[src/rtl/conv2d_systolic_engine.sv]
// rtl/conv2d_systolic_engine.sv - KxK correlation over an NxN image, streamed out in raster order
//
// Purpose: K MAC lanes (one per filter row) consume one filter column per
// cycle into a shared accumulator. One result per output pixel is presented
// on a valid/ready stream, formatted by SIGNED/SAT.
// Ports:
//   clk_in    rising-edge clock
//   rst       asynchronous active-low reset
//   start     frame request, honoured only in IDLE
//   img_flat  NxN image, element (r,c) at [(r*N+c)*DATA_W +: DATA_W]
//   filt_flat KxK filter, element (r,c) at [(r*K+c)*DATA_W +: DATA_W]
//   busy      high outside IDLE
//   done      one-cycle pulse after the final result handshake
//   out_valid/out_ready  result handshake
//   out_data/out_row/out_col/out_last  result payload
module conv2d_systolic_engine #(
  parameter int DATA_W = 8,
  parameter int K      = 3,
  parameter int N      = 4,
  parameter int OUT_W  = 8,
  parameter int SIGNED = 0,
  parameter int SAT    = 0,
  localparam int RCW   = ((N - K + 1) > 1) ? $clog2(N - K + 1) : 1
) (
  input  logic                  clk_in,
  input  logic                  rst,
  input  logic                  start,
  input  logic [N*N*DATA_W-1:0] img_flat,
  input  logic [K*K*DATA_W-1:0] filt_flat,
  output logic                  busy,
  output logic                  done,
  output logic                  out_valid,
  input  logic                  out_ready,
  output logic [OUT_W-1:0]      out_data,
  output logic [RCW-1:0]        out_row,
  output logic [RCW-1:0]        out_col,
  output logic                  out_last
);

  localparam int AW  = 2 * DATA_W + $clog2(K * K) + 1;
  localparam int KW  = (K > 1) ? $clog2(K) : 1;
  // Wide enough to hold both the accumulator and the clamp bounds as signed values.
  localparam int EW  = AW + OUT_W + 1;

  typedef enum logic [1:0] {IDLE, RUN, DRAIN} state_t;

  state_t                  state, state_nxt;
  logic [N*N*DATA_W-1:0]   img_r;
  logic [K*K*DATA_W-1:0]   filt_r;
  logic [RCW-1:0]          row, col;
  logic [KW-1:0]           kc;
  logic signed [AW-1:0]    acc;
  logic signed [AW-1:0]    lane_sum;
  logic signed [AW-1:0]    total;
  logic [OUT_W-1:0]        fmt_val;
  logic                    complete, stall, last_pix, accept;

  // Operands are widened by one bit so signed and unsigned share one signed multiplier.
  function automatic logic signed [AW-1:0] mul(input logic [DATA_W-1:0] a,
                                               input logic [DATA_W-1:0] b);
    logic signed [DATA_W:0] ea, eb;
    logic signed [AW-1:0]   pa, pb;
    ea = (SIGNED != 0) ? {a[DATA_W-1], a} : {1'b0, a};
    eb = (SIGNED != 0) ? {b[DATA_W-1], b} : {1'b0, b};
    pa = {{(AW-DATA_W-1){ea[DATA_W]}}, ea};
    pb = {{(AW-DATA_W-1){eb[DATA_W]}}, eb};
    return pa * pb;
  endfunction

  always_comb begin
    lane_sum = '0;
    for (int kr = 0; kr < K; kr++) begin
      lane_sum = lane_sum +
        mul(img_r[((int'(row) + kr) * N + int'(col) + int'(kc)) * DATA_W +: DATA_W],
            filt_r[(kr * K + int'(kc)) * DATA_W +: DATA_W]);
    end
  end

  assign total = acc + lane_sum;

  always_comb begin
    logic signed [EW-1:0] wide, smax, smin, umax;
    wide = {{(EW-AW){total[AW-1]}}, total};
    smax = {{(EW-OUT_W+1){1'b0}}, {(OUT_W-1){1'b1}}};
    smin = {{(EW-OUT_W+1){1'b1}}, {(OUT_W-1){1'b0}}};
    umax = {{(EW-OUT_W){1'b0}}, {OUT_W{1'b1}}};
    fmt_val = wide[OUT_W-1:0];
    if (SAT != 0) begin
      if (SIGNED != 0) begin
        if (wide > smax)      fmt_val = smax[OUT_W-1:0];
        else if (wide < smin) fmt_val = smin[OUT_W-1:0];
      end else begin
        if (wide > umax)      fmt_val = umax[OUT_W-1:0];
        else if (wide < 0)    fmt_val = '0;
      end
    end
  end

  assign complete = (state == RUN) && (kc == KW'(K - 1));
  assign stall    = out_valid && !out_ready;
  assign accept   = out_valid && out_ready;
  assign last_pix = (row == RCW'(N - K)) && (col == RCW'(N - K));
  assign busy     = (state != IDLE);

  always_ff @(posedge clk_in or negedge rst) begin
    if (!rst) state <= IDLE;
    else      state <= state_nxt;
  end

  always_comb begin
    state_nxt = state;
    case (state)
      IDLE:    if (start) state_nxt = RUN;
      RUN:     if (complete && !stall && last_pix) state_nxt = DRAIN;
      DRAIN:   if (accept) state_nxt = IDLE;
      default: state_nxt = IDLE;
    endcase
  end

  always_ff @(posedge clk_in or negedge rst) begin
    if (!rst) begin
      img_r     <= '0;
      filt_r    <= '0;
      row       <= '0;
      col       <= '0;
      kc        <= '0;
      acc       <= '0;
      done      <= 1'b0;
      out_valid <= 1'b0;
      out_data  <= '0;
      out_row   <= '0;
      out_col   <= '0;
      out_last  <= 1'b0;
    end else begin
      done <= 1'b0;
      case (state)
        IDLE: begin
          if (start) begin
            img_r  <= img_flat;
            filt_r <= filt_flat;
            row    <= '0;
            col    <= '0;
            kc     <= '0;
            acc    <= '0;
          end
        end
        RUN: begin
          if (complete) begin
            // A result still waiting for the consumer freezes the whole engine.
            if (!stall) begin
              out_data  <= fmt_val;
              out_row   <= row;
              out_col   <= col;
              out_valid <= 1'b1;
              out_last  <= last_pix;
              acc       <= '0;
              kc        <= '0;
              if (col == RCW'(N - K)) begin
                col <= '0;
                row <= row + 1'b1;
              end else begin
                col <= col + 1'b1;
              end
            end
          end else begin
            acc <= total;
            kc  <= kc + 1'b1;
            if (accept) out_valid <= 1'b0;
          end
        end
        DRAIN: begin
          if (accept) begin
            out_valid <= 1'b0;
            out_last  <= 1'b0;
            done      <= 1'b1;
          end
        end
        default: ;
      endcase
    end
  end

endmodule

[config.mk]
export PLATFORM = sky130hd
export DESIGN_NAME = conv2d_systolic_engine
export DESIGN_NICKNAME = d
export VERILOG_FILES = /design/src/rtl/conv2d_systolic_engine.sv
export SDC_FILE = /design/constraint.sdc
export NUM_CORES = 1
export LEC_CHECK = 0
export BUFFER_PORTS_ARGS = -buffer_cell sky130_fd_sc_hd__clkbuf_2
export CAP_MARGIN = 15
export CORE_ASPECT_RATIO = 0.7
export CORE_UTILIZATION = 60
export CTS_CLUSTER_SIZE = 10
export DETAILED_ROUTE_END_ITERATION = 10
export PLACE_DENSITY = 0.84
export REMOVE_ABC_BUFFERS = 1
export SKIP_LAST_GASP = 1
export SYNTH_ARGS = -nofsm -noshare
export SYNTH_HDL_FRONTEND = slang
export SYNTH_SLANG_ARGS = --single-unit
export TNS_END_PERCENT = 20
[constraint.sdc]
create_clock -name clk_in -period 17.8 [get_ports clk_in]
set_input_delay 3.56 -clock clk_in [delete_from_list [all_inputs] [get_ports clk_in]]
set_output_delay 3.56 -clock clk_in [all_outputs]
set_load 0.05 [all_outputs]
==> results.cfg <==
[status]
outcome = completed

[job]
maxCapViolations = 0

[min_path]
min-delay-path-class = reg -> reg

[cts]
max-clock-path-buffers = 3
post_cts_resized = 0
number_of_cts_inserted_buffers = 26
worst_skew_pair.late_latency_ps = 550
post-cts-setup-buffers = 0
cts-root-buf = sky130_fd_sc_hd__clkbuf_16
h_tree_levels = 1
cts-hold-fix-buffers = 0
cts_num_sinks = 227
tritoncts_clock_tree = done
clk_transition_reported_paths_ps = 50

[logic_synthesis]
ys.flop_type = sky130_fd_sc_hd__dfrtp_1
yosys.area_share.xor_xnor_pct = 3.93
synth_top_family_by_area = multiplexers
syn_area_per_cell_sq_um = 12.9
synth_compound_area_share_pct = 3.67
post_synthesis_mux_area_share_pct = 27.0
mappedNetlistArea_sq_um = 13700
synth_adder_area_share_pct = 13.2
yosysSeqAreaShare_pct = 41.4
synth.yosys.warnings = 0
synth_seq_cells = 227
synthSimpleGateAreaFrac_pct = 6.77
async_set_or_reset_flop_fraction_in_the_synthesized_netlist_pct = 100
synth_cell_type_count = 44
synth-edff-count = 0
gate_count_post_synth = 1061

[setup_path]
cpMaxStageDelayCell = sky130_fd_sc_hd__ha_2
critical_path.startpoint_type = register
critPathMostFrequentCell = sky130_fd_sc_hd__fa_1
crit_required_ps = 18250
crit_path_max_fanout = 32
critPathArrivalTime_ps = 9760
crit_path_end_kind = register
minimum_setup_slack_among_reg_to_reg_paths_ps = 8490
worstSetupPathType = reg -> reg
max_stage_delay_ps = 1110

[die]
die_w_microns = 183
core.rowCount = 45
start_util_pct = 62.2
floorplan.die.height_microns = 129
boundaryPins = 218
die_area_sq_um = 23500
core_sq_um = 22100

[drt]
post_drt_wl_per_cell_microns = 21.3
viasPerCell = 5.90
antenna_violating_nets_post_route = 0
drt_drc_violations_left = 0
drt_pre_antenna_iters = 5
route.vias.total = 9267
detail_route.wirelength_microns = 33500
first_iter_violations = 605

[layout]
ff_latch_area_sq_um = 5680
layout-area-overhead-vs-synth_pct = 14.7
area_of_the_multi_input_gates_sq_um = 7510
number_of_standard_cells_in_the_final_layout_excluding_fillers = 1572
finish.net_count = 1582
nFillCells = 1553
drive_gt1_share_pct = 40.8

[timing]
hold_viol = 0
hold_ws_ps = 475
rsz_0062_raised_after_global_routing = no
timing.final.crit_share_pct = 52.3
setup_viol = 0
clock_skew_ps = 22.9
max_slew.worst_pin.slew_ps = 1180
tns_ps = 0
final_max_slew_viol_count = 0
fmax_achieved_ghz = 0.107
min_period_ps = 9310
max_slew_margin_pct = 21.6

[placed_design]
dp.cells = 1542
routabilityCongestion = 0.975
portBuffers = 217
post_detail_place_hpwl_microns = 25800

[grt]
grt_remaining_overflow = 0
vias_in_the_first_global_route = 9670
grt_first_pass_wirelength_microns = 53400
grt_usage_pct = 30.1
antenna_found_initial = 1
largest_net_degree_at_the_start_of_global_routing = 183
==> kinds of logic after synthesis <==
logic type,count (synthesis)
muxes,269
buffers and inverters,131
xor gates and xnor gates,48
adders and majority gates,113
DFF,227
AOI/OAI and AO/OA,75
and+or+nand+nor,198
==> cells in the final DEF (no fill, tap or decap), drive strengths merged, types with 8 or more instances in the layout <==
cell	instances
a21o	8
a21oi	15
a22oi	19
and2	40
buf	8
clkbuf	244
dfrtp	227
fa	53
ha	60
inv	83
mux2	203
mux2i	8
mux4	58
nand2	81
nand3	10
nor2	41
o21ai	12
xnor2	32
xnor3	8
xor2	8
==> layer usage <==
metal / GRT usage (%) / vias to the layer above / wire length [microns]
met4: 6.57 / 2 / 736
met2: 45.9 / 441 / 14800
met5: 0 / - / 15
met1: 43.0 / 4647 / 14300
li1: - / 4120 / -
met3: 9.40 / 57 / 3690
==> critical path, delay by kind of cell, from the launching register on <==
family / cells / cell delay (ps)
compound gates: 5 / 680
xor+xnor: 4 / 1110
fa+ha+maj: 10 / 5010
buf+inv: 5 / 510
flops: 1 / 350
mux: 2 / 1160
simple gates: 2 / 330
==> per-stage QoR <==
stage | instance area [sq um] | utilization (%) | setup slack, ps
after floorplan | 13500 | - | 4840
final | 15700 | 71.3 | 8490
after global placement | 15000 | 68.2 | 8630
after CTS | 15700 | 71.3 | 8460
after global routing | 15700 | 71.3 | 7970
after detailed placement | 15000 | 68.2 | 8520
==> Yosys cell counts (2+ instances only) <==
library cell	instances	area share, %
sky130_fd_sc_hd__a21o_1	8	0.44
sky130_fd_sc_hd__o21bai_1	3	0.16
sky130_fd_sc_hd__a22o_1	7	0.45
sky130_fd_sc_hd__ha_1	60	5.5
sky130_fd_sc_hd__a2bb2oi_1	2	0.13
sky130_fd_sc_hd__nand4_1	2	0.091
sky130_fd_sc_hd__a21oi_1	15	0.55
sky130_fd_sc_hd__xnor2_1	31	2.0
sky130_fd_sc_hd__a31oi_1	3	0.14
sky130_fd_sc_hd__or2_2	5	0.23
sky130_fd_sc_hd__mux4_2	49	8.0
sky130_fd_sc_hd__and2_1	40	1.8
sky130_fd_sc_hd__nand3_1	10	0.36
sky130_fd_sc_hd__buf_2	4	0.15
sky130_fd_sc_hd__buf_6	6	0.49
sky130_fd_sc_hd__nor2_1	41	1.1
sky130_fd_sc_hd__mux2i_1	8	0.58
sky130_fd_sc_hd__dfrtp_1	227	41
sky130_fd_sc_hd__nand2b_1	7	0.32
sky130_fd_sc_hd__nand2_1	80	2.2
sky130_fd_sc_hd__clkbuf_1	36	0.98
sky130_fd_sc_hd__xor2_1	8	0.51
sky130_fd_sc_hd__inv_1	83	2.3
sky130_fd_sc_hd__xnor3_1	7	1.1
sky130_fd_sc_hd__o22ai_1	3	0.14
sky130_fd_sc_hd__fa_1	53	7.7
sky130_fd_sc_hd__mux2_2	203	17
sky130_fd_sc_hd__nor2b_1	7	0.32
sky130_fd_sc_hd__mux4_1	9	1.7
sky130_fd_sc_hd__nor3b_1	2	0.11
sky130_fd_sc_hd__a22oi_1	19	1.0
sky130_fd_sc_hd__o21ai_1	2	0.073
sky130_fd_sc_hd__o21ai_0	10	0.36
==> cell type report <==
class / instances / area share [%]
antenna: 1 / 0.0159
clock buffer: 28 / 4.24
clock inverter: 1 / 0.191
inverter: 83 / 1.98
multi-input combinational: 703 / 47.7
sequential: 227 / 36.1
tap: 305 / 2.42
timing repair buffer: 224 / 7.38
==> final timing paths <==
path                            cells past startpoint                     from                      end
worst max-delay path                               28        kc[0]$_DFFE_PN0P_  out_data[7]$_DFFE_PN0P_
worst min-delay path                                2  out_data[6]$_DFFE_PN0P_  out_data[6]$_DFFE_PN0P_
worst max register to register                     28        kc[0]$_DFFE_PN0P_  out_data[7]$_DFFE_PN0P_
worst min register to register                      2  out_data[6]$_DFFE_PN0P_  out_data[6]$_DFFE_PN0P_
max in group asynchronous                           2                      rst   filt_r[59]$_DFFE_PN0P_
min in group asynchronous                           1                      rst     img_r[9]$_DFFE_PN0P_
==> registers in the layout, indices dropped and copies added, names as in the netlist <==
| signal | cells |
|---|---|
| acc | 8 |
| col | 1 |
| done | 1 |
| filt_r | 72 |
| img_r | 128 |
| kc | 2 |
| out_col | 1 |
| out_data | 8 |
| out_last | 1 |
| out_row | 1 |
| out_valid | 1 |
| row | 1 |
| state | 2 |
Power is left out: the tool's default activity adds up to more than one toggle a clock period on the data nets, which glitch-free logic cannot reach.
